### src/rtl/piano_voice_sched.sv
// Time-multiplexed voice scheduler: one shared ROM port and one accumulator serve all eight keys.
// Optional per-frame normalisation by active-key count is built when PIANO_SCHED_NORM_EN is defined.
//
// state    | meaning
// ---------+---------------------------------------------------------------
// S_IDLE   | wait for tick count 0 (T0); snapshot keys, clear acc
// S_ISSUE  | one cycle per key k=0..7; ROM strobe visible for key k
// S_DRAIN  | last ROM sample (key 7) is accumulated
// S_MIX    | acc final; mix/saturate and register the output sample
// S_OUT    | wave_valid high with the new wave; back to idle
module piano_voice_sched #(
   parameter int TICK_DIV = 256
) (
   input  logic       clk,
   input  logic       rst,
   input  logic [7:0] keys,
   input  logic       cfg_we,
   input  logic [2:0] cfg_idx,
   input  logic [7:0] cfg_inc,
   output logic       rom_en,
   output logic [7:0] rom_addr,
   input  logic [7:0] rom_data,
   output logic [7:0] wave,
   output logic       wave_valid
);

   localparam int CW = (TICK_DIV > 1) ? $clog2(TICK_DIV) : 1;
   localparam logic [CW-1:0] TICK_LAST = CW'(TICK_DIV - 1);

   localparam logic [2:0] S_IDLE  = 3'd0;
   localparam logic [2:0] S_ISSUE = 3'd1;
   localparam logic [2:0] S_DRAIN = 3'd2;
   localparam logic [2:0] S_MIX   = 3'd3;
   localparam logic [2:0] S_OUT   = 3'd4;

   localparam logic [7:0] INC_RST [0:7] = '{8'd16, 8'd18, 8'd20, 8'd21,
                                            8'd24, 8'd27, 8'd30, 8'd32};

   logic [2:0]         state;
   logic [CW-1:0]      tick_cnt;
   logic [2:0]         key_idx;
   logic [2:0]         key_nxt;
   logic [7:0]         snap;
   logic [7:0]         phase [0:7];
   logic [7:0]         inc   [0:7];
   logic signed [10:0] acc;
   logic signed [10:0] sample_ext;
   logic signed [10:0] mix_val;
   logic [7:0]         sat_val;
   logic               rom_en_d;
   logic               t0;
   logic               issue_last;

   assign t0         = (state == S_IDLE) && (tick_cnt == '0);
   assign key_nxt    = key_idx + 3'd1;
   assign issue_last = (state == S_ISSUE) && (key_idx == 3'd7);

   // offset-binary to two's complement, then sign-extend
   assign sample_ext = signed'({{3{~rom_data[7]}}, ~rom_data[7], rom_data[6:0]});

   always_ff @(posedge clk) begin
      if (rst) begin
         tick_cnt <= '0;
      end else if (tick_cnt == TICK_LAST) begin
         tick_cnt <= '0;
      end else begin
         tick_cnt <= tick_cnt + 1'b1;
      end
   end

   always_ff @(posedge clk) begin
      if (rst) begin
         state   <= S_IDLE;
         key_idx <= 3'd0;
         snap    <= 8'h00;
      end else begin
         case (state)
            S_IDLE: begin
               if (t0) begin
                  snap    <= keys;
                  key_idx <= 3'd0;
                  state   <= S_ISSUE;
               end
            end
            S_ISSUE: begin
               if (key_idx == 3'd7) begin
                  state <= S_DRAIN;
               end else begin
                  key_idx <= key_nxt;
               end
            end
            S_DRAIN: state <= S_MIX;
            S_MIX:   state <= S_OUT;
            S_OUT:   state <= S_IDLE;
            default: state <= S_IDLE;
         endcase
      end
   end

   always_ff @(posedge clk) begin
      if (rst) begin
         for (int i = 0; i < 8; i++) begin
            inc[i] <= INC_RST[i];
         end
      end else if (cfg_we) begin
         inc[cfg_idx] <= cfg_inc;
      end
   end

   // released keys restart from phase 0 on their next press
   always_ff @(posedge clk) begin
      if (rst) begin
         for (int i = 0; i < 8; i++) begin
            phase[i] <= 8'd0;
         end
      end else if (t0) begin
         for (int i = 0; i < 8; i++) begin
            if (!keys[i]) begin
               phase[i] <= 8'd0;
            end
         end
      end else if ((state == S_ISSUE) && snap[key_idx]) begin
         phase[key_idx] <= phase[key_idx] + inc[key_idx];
      end
   end

   // rom_en/rom_addr are registered so they are valid during the ISSUE cycle of their key
   always_ff @(posedge clk) begin
      if (rst) begin
         rom_en   <= 1'b0;
         rom_addr <= 8'd0;
         rom_en_d <= 1'b0;
      end else begin
         rom_en_d <= rom_en;
         if (t0) begin
            rom_en <= keys[0];
            if (keys[0]) begin
               rom_addr <= phase[0];
            end
         end else if ((state == S_ISSUE) && !issue_last) begin
            rom_en <= snap[key_nxt];
            if (snap[key_nxt]) begin
               rom_addr <= phase[key_nxt];
            end
         end else begin
            rom_en <= 1'b0;
         end
      end
   end

   always_ff @(posedge clk) begin
      if (rst) begin
         acc <= '0;
      end else if (t0) begin
         acc <= '0;
      end else if (rom_en_d) begin
         acc <= acc + sample_ext;
      end
   end

`ifdef PIANO_SCHED_NORM_EN
   logic [3:0] n_keys;

   always_ff @(posedge clk) begin
      if (rst) begin
         n_keys <= 4'd0;
      end else if (t0) begin
         n_keys <= 4'd0;
      end else if ((state == S_ISSUE) && snap[key_idx]) begin
         n_keys <= n_keys + 4'd1;
      end
   end

   always_comb begin
      mix_val = acc;
      case (n_keys)
         4'd0, 4'd1: mix_val = acc;
         4'd2:       mix_val = acc >>> 1;
         4'd3, 4'd4: mix_val = acc >>> 2;
         default:    mix_val = acc >>> 3;
      endcase
   end
`else
   always_comb begin
      mix_val = acc;
   end
`endif

   always_comb begin
      sat_val = mix_val[7:0];
      if (mix_val > 11'sd127) begin
         sat_val = 8'h7F;
      end else if (mix_val < -11'sd128) begin
         sat_val = 8'h80;
      end
   end

   always_ff @(posedge clk) begin
      if (rst) begin
         wave       <= 8'd128;
         wave_valid <= 1'b0;
      end else begin
         wave_valid <= 1'b0;
         if (state == S_MIX) begin
            wave       <= {~sat_val[7], sat_val[6:0]};
            wave_valid <= 1'b1;
         end
      end
   end

endmodule
### config.mk
export PLATFORM = sky130hd
export DESIGN_NAME = piano_voice_sched
export DESIGN_NICKNAME = d
export VERILOG_FILES = /design/src/rtl/piano_voice_sched.sv
export SDC_FILE = /design/constraint.sdc
export NUM_CORES = 1
export LEC_CHECK = 0
export CAP_MARGIN = 20
export CORE_UTILIZATION = 58
export CTS_CLUSTER_SIZE = 25
export DETAILED_ROUTE_END_ITERATION = 16
export GPL_TIMING_DRIVEN = 1
export PLACE_DENSITY = 0.73
export SLEW_MARGIN = 40
export SYNTH_ARGS = -nofsm -noshare
export SYNTH_HDL_FRONTEND = slang
export SYNTH_SLANG_ARGS = --single-unit
### constraint.sdc
create_clock -name clk -period 10.32 [get_ports clk]
set_input_delay 1.548 -clock clk [delete_from_list [all_inputs] [get_ports clk]]
set_output_delay 1.548 -clock clk [all_outputs]
set_load 0.05 [all_outputs]
**Word level (Yosys, flattened, before mapping)**

Memory sizes are Yosys's and may differ from the RTL's. A register that Yosys moved wholly into a read port is not among the register bits.
Cells that the tools add are included.

- Register bits: 52
- RAM bits: 128
- Bits of input ports: 30
- Output and inout bits: 18
- Logic and storage cells: 135
- Memories: 2

Memories:

| name | depth | width | rd ports | clocked after memory_dff | write ports | RTL line | text |
|---|---|---|---|---|---|---|---|
| inc | 8 | 8 | 1 | 1 | 8 | 45 | `logic [7:0] inc [0:7];` |
| phase | 8 | 8 | 3 | 1 | 8 | 44 | `logic [7:0] phase [0:7];` |

- Add/subtract/negate cells: 4
- $lt $le $gt $ge: 4
- Eq/ne operators: 9
- Muxes and demuxes: 78
- Bitwise logic cells: 10
- Reductions and logical operators: 18

Operators with widths:

| cell | count |
|---|---|
| 8-bit two-way mux | 16 |
| 1-bit two-way mux | 48 |
| 3-bit two-way mux | 10 |
| 8-bit OR reduction | 2 |
| 3-bit one-hot mux with 4 select lines | 1 |
| 11-bit by 8-bit adder with 11-bit output | 1 |
| 11-bit by 8-bit > comparator with 1-bit output, second input constant | 1 |
| 11-bit by 8-bit less-than comparator with 1-bit output, second input constant | 1 |
| 8-bit by 1-bit adder with 8-bit output, second input constant | 1 |
| 8-bit adder | 1 |
| 8-bit == test, second input constant | 1 |
| 8-bit zero test | 1 |
| 3-bit by 4-bit less-than comparator with 1-bit output, second input constant | 2 |
| 2-bit != test, second input constant | 4 |
| 1-bit OR | 8 |
| 1-bit binary-select mux with 3-bit select | 2 |
| 3-bit by 2-bit == test with 1-bit output, second input constant | 2 |
| 3-bit one-hot mux with 2 select lines | 1 |
| 3-bit AND reduction | 2 |
| 2-bit nonzero test | 3 |
| 1-bit logical AND | 4 |
| 2-bit AND reduction | 2 |
| 2-bit OR reduction | 2 |
| 3-bit by 1-bit adder with 3-bit output, second input constant | 1 |
| 5 further kinds | 6 |

**Logic depth before layout (Yosys ltp)**

Gate-level depths: netlist (run 1).

- Depth after elaboration: 9
- Gate-level depth with buffers: 12
- Mapped depth without buffers: 10

**Worst setup path before layout (run 1)**

No wires, ideal clock.

- Kind: register to register
- Start: reg with a tool-made name
- End: mem phase[6][7], data pin
- Setup time: 276 ps
- Arrival: 2,964 ps
- Required time: 10,044 ps
- Slack: 7,081 ps
- Stages on the path, launching flop included: 12
- Path buffers: 2
- Period minus slack after synthesis: 3,239 ps
- Cell sequence: dfxtp_1 > buf_2 > buf_2 > mux4_2 > mux2i_1 > inv_1 > ha_1 > a211oi_1 > o211ai_1 > a31oi_1 > xnor2_1 > nor4b_2

RTL lines:

| what | RTL line |
|---|---|
| to (decl) | 44 |

==> results of run 1 <==
[power breakdown]
part | leakage, nW | switching (W) | internal (W) | total [W]
logic | 1.72 | 0.000195 | 0.000124 | 0.000319
registers | 1.75 | 0.0000339 | 0.000831 | 0.000865
clock network | 0.275 | 0.000301 | 0.000339 | 0.000640
total | 3.74 | 0.000530 | 0.00129 | 0.00182
[sequential cells by signal (all words and copies together), names as in the netlist, named ones only]
register / flops
acc: 11
rom_addr: 8
state: 3
tick_cnt: 8
wave_valid: 1
inc: 64
wave: 8
snap: 8
key_idx: 3
rom_en_d: 1
rom_en: 1
phase: 64
[kinds of logic (layout without fill, tap and decap cells)]
kind of cell    after synthesis  after routing  synth area share
compound gates              116            116            0.0825
xor+xnor                     17             17            0.0160
fa+ha+maj                    23             23            0.0325
buf+inv                      55            115            0.0238
flops                       183            183             0.531
mux                          77             77             0.152
simple gates                304            304             0.162
[final timing paths]
| kind | start | end |
|---|---|---|
| worst max-delay path | flip-flop | phase[7][7] |
| worst max register to register | flip-flop | phase[7][7] |
| worst min-delay path | wave[1] | wave[1] |
| worst min register to register | wave[1] | wave[1] |
[synth_stat cells (7+ instances only)]
cell type,number,area (um^2)
a21oi_1,31,155
and2_1,46,288
buf_2,9,45.0
clkbuf_1,21,78.8
dfxtp_1,55,1100
edfxtp_1,128,3840
ha_1,21,263
inv_1,19,71.3
mux2_2,12,135
mux2i_1,15,150
mux4_2,49,1100
nand2_1,68,255
nand2b_1,19,119
nand3_1,27,135
nor2_1,89,334
nor3_1,10,50.1
o2111ai_1,9,78.8
o211ai_1,10,75.1
o21ai_0,22,110
o311ai_0,7,61.3
xor2_1,13,114
[worst max-delay path, cell delays in order (launching register included)]
cell and delay, ps:
dfxtp_2 310, buf_4 490, mux4_2 590, mux2i_1 390
inv_1 90, ha_1 330, a211oi_1 380, o211ai_1 150
a31oi_1 320, xnor2_1 410, nor3_1 110
[routing by layer]
metal / track usage / part of all wire / vias to the layer above
met5: 0 / 0 / -
met4: 0.111 / 0.025 / 0
met3: 0.0582 / 0.082 / 41
met2: 0.502 / 0.50 / 308
met1: 0.381 / 0.39 / 3323
li1: - / - / 3002
[stage by stage]
step | hold slack (ps) | power [W] | instance area (um^2) | setup WS [ps]
final | 453 | 0.00182 | 10600 | 6450
after global routing | 482 | 0.00189 | 10600 | 6220
after detailed placement | 449 | 0.00119 | 9980 | 6050
after global placement | 439 | 0.00118 | 9950 | 6130
after CTS | 457 | 0.00182 | 10500 | 6480
after floorplan | 437 | 0.00108 | 9310 | 7080
[cell type report]
class	count	area, um^2
clock buffers	17	425
clock inverters	15	144
fillers	1156	4820
inverters	19	71.3
multi-input cells	537	4180
flip-flops and latches	183	4950
well taps	211	264
repair buffers	64	571
==> key figures, run 1 <==
Global routing
  – GRT Residual Overflow: 0
  – GR Util All Layers: 0.297
  – First-pass GRT wire length: between 30 and 40 mm
  – Vias in the first global route: roughly 6500
  – Antenna violations before repair: 0
  – Pin count of the biggest net entering global routing: 49

Floorplanning
  – Die W: 129 um
  – Die area: between 0.015 and 0.02 mm^2
  – Initial Utilization: 0.603
  – Rows: 45
  – Chip height: roughly 130 um
  – Core area: approximately 0.015 mm^2
  – Num ports: 48

Cells and area
  – Area Overhead vs Synth: 13.9%
  – Non-filler instance count after layout: between 1000 and 1500
  – Inserted Diodes: 0
  – Fin util: 0.687
  – Fin nets: about 880
  – Ratio of cells with drive above 1 in the final layout: 0.159
  – Commonest non-fill, non-tap cell in the layout: edfxtp_1
  – Commonest non-fill, non-tap cells in the layout: 128 x edfxtp_1, 89 x nor2_1, 68 x nand2_1

Synth
  – Net Count, Synth: roughly 830
  – Netlist cell types: roughly 60
  – Seq/Total Area, Yosys: 0.531
  – Mapped Cells: roughly 780
  – Mapped Area: 0.00931 mm^2
  – EDFF count, synth: roughly 130
  – Number of synthesized register bits: ~180
  – Avg Inst Size Synth: 12.0 um^2
  – YS warnings: 0
  – Post-synth ARST share: 0
  – Top FF cell, synth: edfxtp_1

Route
  – DR vias/cell: 6.38
  – DR WL/cell: between 20 and 25 um
  – DRC: 0
  – Post-route ant nets: 0
  – Drt initial violations: between 500 and 600
  – Pre-antenna DRT Iters: 5
  – Vias post-DR: between 6000 and 7000
  – Final WL: 23.0 mm

Worst setup path
  – Critical Path Start Type: flip-flop
  – Setup crit end kind: flip-flop
  – Req. time, crit path: roughly 10000 ps
  – Setup slack, reg-to-reg: approximately 6500 ps
  – CP arrival: between 4000 and 5000 ps
  – CP Max Fanout: 29
  – FF-to-FF path depth: 10
  – CP Class: flip-flop to flip-flop

Placement
  – Buffers added on ports: 47
  – Detail Placement HPWL: 16.4 mm
  – Placed cells: slightly above 1000
  – Routability cong.: 0.882

Timing
  – Final Hold Viols: 0
  – Tightest Pin Transition: just over 800 ps
  – Final setup viols: 0
  – RSZ-0062 raised after global routing: no
  – Fmax: about 260 MHz
  – Final Max Slew Viols: 0
  – Final min period: approximately 3900 ps
  – Slew margin rel.: 0.457
  – Final worst-path cycle share: 0.375
  – Clk_skew: around 10 ps
  – Final setup TNS: 0 ps

Clock network
  – Hold_buf cts: 0
  – Clk_lat worst skew: between 400 and 500 ps
  – CTS Buf Count: 17
  – TritonCTS clock tree: done
  – Post-cts gate resize count: 0
  – CTS root buf: clkbuf_16
  – CTS clk-pin slew, worst paths: about 70 ps
  – H-Tree Depth: 4
  – Setup Buffers After CTS: 0
  – CTS sink count: between 150 and 200
  – Bufs on Longest Clock Path: 2

Min path
  – Hold crit path type: flip-flop to flip-flop
  – Hold path depth: 2

Power
  – Pwr per Cell Area: around 170 mW/mm^2
  – Lkg Pwr: 3.74 nW
  – VDD IR max: about 160 uV

Job
  – Max-Cap Viols: 0

Run status
  – Status: completed
Note: power is estimated with default switching activity, not from simulation.
==> inputs of run 2 (changes only) <==
clock period = 3.6 ns   (was 10.32 ns; I/O delays follow)
==> key figures, run 2 (same netlist as run 1, synthesis figures left out) <==
Clock network
  – CTS sink count: 183 (unchanged)
  – TritonCTS clock tree: done
  – Setup Buffers After CTS: 0 (unchanged)
  – CTS root buf: clkbuf_16
  – Clk_lat worst skew: 430 ps (about the same)
  – CTS Buf Count: 17 (unchanged)
  – CTS clk-pin slew, worst paths: 70 ps (about the same)
  – Post-cts gate resize count: 0 (unchanged)
  – Hold_buf cts: 0 (unchanged)
  – Bufs on Longest Clock Path: 2 (unchanged)
  – H-Tree Depth: 4 (unchanged)

Route
  – Vias post-DR: 6770 (+1.4%)
  – Drt initial violations: 611 (+3.7%)
  – Post-route ant nets: 0 (unchanged)
  – Pre-antenna DRT Iters: 5 (unchanged)
  – DRC: 0 (unchanged)
  – DR WL/cell: 21.8 um (-0.82%)
  – DR vias/cell: 6.33 (-0.74%)
  – Final WL: 23.3 mm (+1.4%)

Floorplanning
  – Rows: 45 (unchanged)
  – Die area: 0.0166 mm^2 (unchanged)
  – Chip height: 129 um (unchanged)
  – Num ports: 48 (unchanged)
  – Core area: 0.0154 mm^2 (unchanged)
  – Die W: 129 um (unchanged)
  – Initial Utilization: 0.603 (unchanged)

Worst setup path
  – Crit path largest cell delay: 600 ps (about the same)
  – CP arrival: 3600 ps (-420 ps)
  – Critical Path Start Type: flip-flop
  – CP cell instances: buf_12 -> mux4_2 -> mux2_2 -> ha_1 -> inv_1 -> fa_1 -> nor2b_1 -> o21ai_1 -> a2111oi_0 -> a211oi_2 -> nor2_1
  – FF-to-FF path depth: 11 (+1)
  – Bufs and invs on worst path: 2 (unchanged)
  – Reg-to-Reg End: phase[7][6]
  – Req. time, crit path: 3750 ps (-6720 ps)
  – Setup slack, reg-to-reg: 150 ps (-6300 ps)
  – CP Class: flip-flop to flip-flop
  – Critical path's top delay family: compound AO/OA/AOI/OAI gates
  – Crit-path slowest cell: a211oi_2
  – Setup crit end kind: flip-flop
  – WP depth: 11 (+1)
  – Crit path to: phase[7][6]
  – CP Max Fanout: 27 (-6.9%)

Run status
  – Status: completed

Cells and area
  – Filler instances: 1139 (-1.5%)
  – Area Overhead vs Synth: 15.7%
  – Inserted Diodes: 0 (unchanged)
  – Fin nets: 898 (+2.6%)
  – Area of the multi-input gates: 0.00415 mm^2 (-0.75%)
  – Commonest non-fill, non-tap cells in the layout: 128 x edfxtp_1, 89 x nor2_1, 68 x nand2_1
  – Sequential cell area: 0.00495 mm^2 (about the same)
  – Ratio of cells with drive above 1 in the final layout: 0.171 (+0.0120)
  – Commonest non-fill, non-tap cell in the layout: edfxtp_1
  – Largest registers: inc x64, phase x64, acc x11
  – Non-filler instance count after layout: 1069 (+2.2%)

Timing
  – Fmax: 290 MHz (+12%)
  – Final setup TNS: 0 ps (unchanged)
  – Final Max Slew Viols: 0 (unchanged)
  – Clk_skew: 14.6 ps (+4.21 ps)
  – Final setup viols: 0 (unchanged)
  – Final min period: 3450 ps (-423 ps)
  – Slew margin rel.: 0.459 (+0.00153)
  – Final worst-path cycle share: 0.957 (+0.582)
  – Final Hold Viols: 0 (unchanged)
  – Tightest Pin Transition: 804 ps (-8.03 ps)
  – Worst Slack Setup Final: 154 ps (-6300 ps)
  – RSZ-0062 raised after global routing: no

Job
  – Max-Cap Viols: 0 (unchanged)

Min path
  – Hold crit path type: input pin to flip-flop

Placement
  – Buffers added on ports: 47 (unchanged)
  – Detail Placement HPWL: 16.1 mm (-1.9%)
  – Routability cong.: 0.950 (+7.8%)
  – Pre-CTS WS: 281 ps (-5760 ps)
  – Placed cells: 1037 (+2.8%)

Global routing
  – Antenna violations before repair: 0 (unchanged)
  – GRT Residual Overflow: 0 (unchanged)
  – First-pass GRT wire length: 36.7 mm (+2.6%)
  – Vias in the first global route: 6775 (+4.0%)
  – GR Util All Layers: 0.302 (+0.00511)
  – Pin count of the biggest net entering global routing: 42 (-14%)

Power
  – VDD IR max: 425 uV (+160%)
  – Lkg Pwr: 3.86 nW (+3.3%)
  – Pwr per Cell Area: 481 mW/mm^2 (+180%)
run 2: cell types whose count changed in the layout (fill, tap and decap cells not counted), sizes merged:
cell      previous run  this run
clkinv               5         3
clkbuf              17        24
inv                 26        23
buf                 18        41
clkinvlp             2         0
run 2: how the worst min path moves through the flow:
stage / cells past startpoint / slack [ps] / to / from
after global placement: 2 / 440 / wave[2] / wave[2]
after detailed placement: 2 / 450 / wave[5] / wave[5]
after floorplan: 1 / 440 / tick_cnt[0] / tick_cnt[0]
final: 2 / 450 / key_idx[1] / rst
after global routing: 2 / 440 / flip-flop / rst
after CTS: 2 / 420 / key_idx[1] / rst
run 2: through the flow:
stage          cell area [um^2]  hold WS [ps]  total power, W  utilization
3_5_place_dp              10200           447         0.00343        0.661
5_1_grt                   10800           441         0.00535        0.698
3_3_place_gp              10200           439         0.00339        0.659
6_report                  10800           451         0.00518        0.698
2_1_floorplan              9310           437         0.00310            -
4_1_cts                   10800           421         0.00518        0.698
run 2: area by class of cell:
cell class,count,area share
clock buffer,24,0.0457
multi-input combinational,537,0.385
inverter,19,0.00662
clock inverter,8,0.00662
tap,211,0.0245
sequential,183,0.459
timing repair buffer,87,0.0720
run 2: routing by layer:
metal | global-route usage | wire [um] | vias up | share of wire
met5 | 0 | 0 | - | 0
met4 | 0.138 | 750 | 0 | 0.032
met3 | 0.0790 | 2040 | 68 | 0.088
met2 | 0.498 | 11500 | 353 | 0.49
met1 | 0.376 | 9060 | 3288 | 0.39
li1 | - | - | 3061 | -
run 2: power breakdown:
| part | internal [W] | switching [W] | total (W) |
|---|---|---|---|
| logic | 0.000385 | 0.000551 | 0.000937 |
| registers | 0.00238 | 0.0000835 | 0.00247 |
| clock network | 0.00102 | 0.000753 | 0.00178 |
==> inputs of run 3 (changes only) <==
CORE_MARGIN = 8   (was default)
clock period = 3.3 ns   (was 3.6 ns; I/O delays follow)
==> key figures, run 3 (same netlist as run 1, synthesis figures left out) <==
Clock network
  – Clk_lat worst skew: 430 ps (about the same)
  – TritonCTS clock tree: done
  – CTS root buf: clkbuf_16
  – CTS sink count: 183 (unchanged)
  – CTS clk-pin slew, worst paths: 60 ps (about the same)
  – H-Tree Depth: 4 (unchanged)
  – Bufs on Longest Clock Path: 2 (unchanged)
  – Setup Buffers After CTS: 0 (unchanged)
  – CTS Buf Count: 17 (unchanged)

Route
  – Vias post-DR: 6617 (-2.3%)
  – Post-route ant nets: 0 (unchanged)
  – Final WL: 22.6 mm (-3.3%)
  – DR WL/cell: 21.0 um (-3.9%)
  – DRC: 0 (unchanged)
  – DR vias/cell: 6.15 (-2.9%)
  – Pre-antenna DRT Iters: 4 (-1)
  – Drt initial violations: 515 (-16%)

Placement
  – Pre-CTS WS: 104 ps (-177 ps)
  – Buffers added on ports: 47 (unchanged)
  – Placed Area: 0.0102 mm^2 (+0.33%)
  – Routability cong.: 0.860 (-9.5%)
  – Detail Placement HPWL: 16.5 mm (+2.5%)
  – Placed cells: 1044 (+0.68%)

Floorplanning
  – Core area: 0.0158 mm^2 (+2.2%)
  – Rows: 46 (+2.2%)
  – Num ports: 48 (unchanged)
  – Initial Utilization: 0.590 (-0.0131)
  – Die W: 143 um (+11%)
  – Chip height: 143 um (+11%)
  – Die area: 0.0204 mm^2 (+23%)

Timing
  – Final setup viols: 0 (unchanged)
  – Final Max Slew Viols: 0 (unchanged)
  – Slew margin rel.: 0.470 (+0.0116)
  – Final setup TNS: 0 ps (unchanged)
  – Fmax: 326 MHz (+12%)
  – Tightest Pin Transition: 792 ps (-11.6 ps)
  – Final Hold Viols: 0 (unchanged)
  – RSZ-0062 raised after global routing: no
  – Worst Slack Setup Final: 237 ps (+82.8 ps)
  – Clk_skew: 8.11 ps (-6.49 ps)
  – Final min period: 3060 ps (-383 ps)
  – Final worst-path cycle share: 0.928 (-0.0290)

Cells and area
  – Commonest non-fill, non-tap cells in the layout: 128 x edfxtp_1, 89 x nor2_1, 68 x nand2_1
  – Largest registers: inc x64, phase x64, acc x11
  – Commonest non-fill, non-tap cell in the layout: edfxtp_1
  – Inserted Diodes: 0 (unchanged)
  – Fin util: 0.690 (-0.00843)
  – Area Overhead vs Synth: 16.8%
  – Post-route cell area: 0.0109 mm^2 (+0.99%)
  – Non-filler instance count after layout: 1076 (+0.65%)
  – Fin nets: 900 (+0.22%)
  – Ratio of cells with drive above 1 in the final layout: 0.177 (+0.00542)

Worst setup path
  – Critical Path Start Type: flip-flop
  – CP arrival: 3230 ps (-370 ps)
  – Setup crit end kind: flip-flop
  – Crit path largest cell delay: 510 ps (-90 ps)
  – Critical path's top delay family: multiplexers
  – Req. time, crit path: 3470 ps (-280 ps)
  – Bufs and invs on worst path: 3 (+1)
  – CP cell instances: buf_12 -> mux4_2 -> mux2_2 -> ha_1 -> inv_1 -> fa_1 -> nor2b_1 -> o21ai_1 -> a2111oi_0 -> a211oi_2 -> buf_4 -> nor2_1
  – CP Class: flip-flop to flip-flop
  – CP Max Fanout: 15 (-44%)
  – Crit-path slowest cell: mux4_2

Power
  – Lkg Pwr: 3.89 nW (+0.79%)
  – Pwr per Cell Area: 536 mW/mm^2 (+11%)
  – VDD IR max: 462 uV (+8.6%)

Global routing
  – GRT Residual Overflow: 0 (unchanged)
  – GR Util All Layers: 0.233 (-0.0692)
  – Antenna violations before repair: 0 (unchanged)
  – Vias in the first global route: 6633 (-2.1%)
  – First-pass GRT wire length: 36.0 mm (-1.9%)
  – Pin count of the biggest net entering global routing: 35 (-17%)

Min path
  – Hold crit path type: flip-flop to flip-flop

Job
  – Max-Cap Viols: 0 (unchanged)

Run status
  – Status: completed
-- run 3: worst min-delay path, cell delays in order (launching register included) --
cell and delay (ps):
dfxtp_1 310, nand2_1 50, a21oi_1 50
-- run 3: layout make-up --
class                   instances  area, um^2
repair buffers                 89         803
inverters                      19        71.3
flip-flops and latches        183        4950
fillers                      1106        4900
multi-input cells             537        4170
clock inverters                13         178
clock buffers                  19         433
well taps                     216         270
-- run 3: routing by layer --
metal / track usage / share of wire / up-vias / routed length [um]
met3: 0.0494 / 0.073 / 37 / 1640
met5: 0 / 0 / - / 0
li1: - / - / 3054 / -
met4: 0.0777 / 0.023 / 0 / 525
met2: 0.405 / 0.51 / 304 / 11400
met1: 0.283 / 0.40 / 3222 / 8970
-- run 3: worst paths after layout --
path	start	endpoint	slack (ps)	cells after the start
setup / recovery	flip-flop	phase[7][6]	240	12
hold reg to reg	wave[3]	wave[3]	450	2
hold / removal	wave[3]	wave[3]	450	2
setup reg to reg	flip-flop	phase[7][6]	240	12
-- run 3: metrics by stage --
stage	power, W	hold WS [ps]
5_1_grt	0.00603	473
3_3_place_gp	0.00368	442
6_report	0.00583	452
2_1_floorplan	0.00338	437
4_1_cts	0.00582	460
3_5_place_dp	0.00373	452
-- run 3: timing repair --
item,CTS,global route
gates resized for setup,0,4
hold buffers,0,0
endpoints found under the setup margin,0,16
-- run 3: power breakdown --
group / internal (W) / switching, W / leakage (nW) / total [W]
sequential: 0.00260 / 0.0000893 / 1.75 / 0.00269
clock: 0.00126 / 0.000851 / 0.289 / 0.00212
combinational: 0.000432 / 0.000593 / 1.86 / 0.00102
total: 0.00430 / 0.00153 / 3.89 / 0.00583
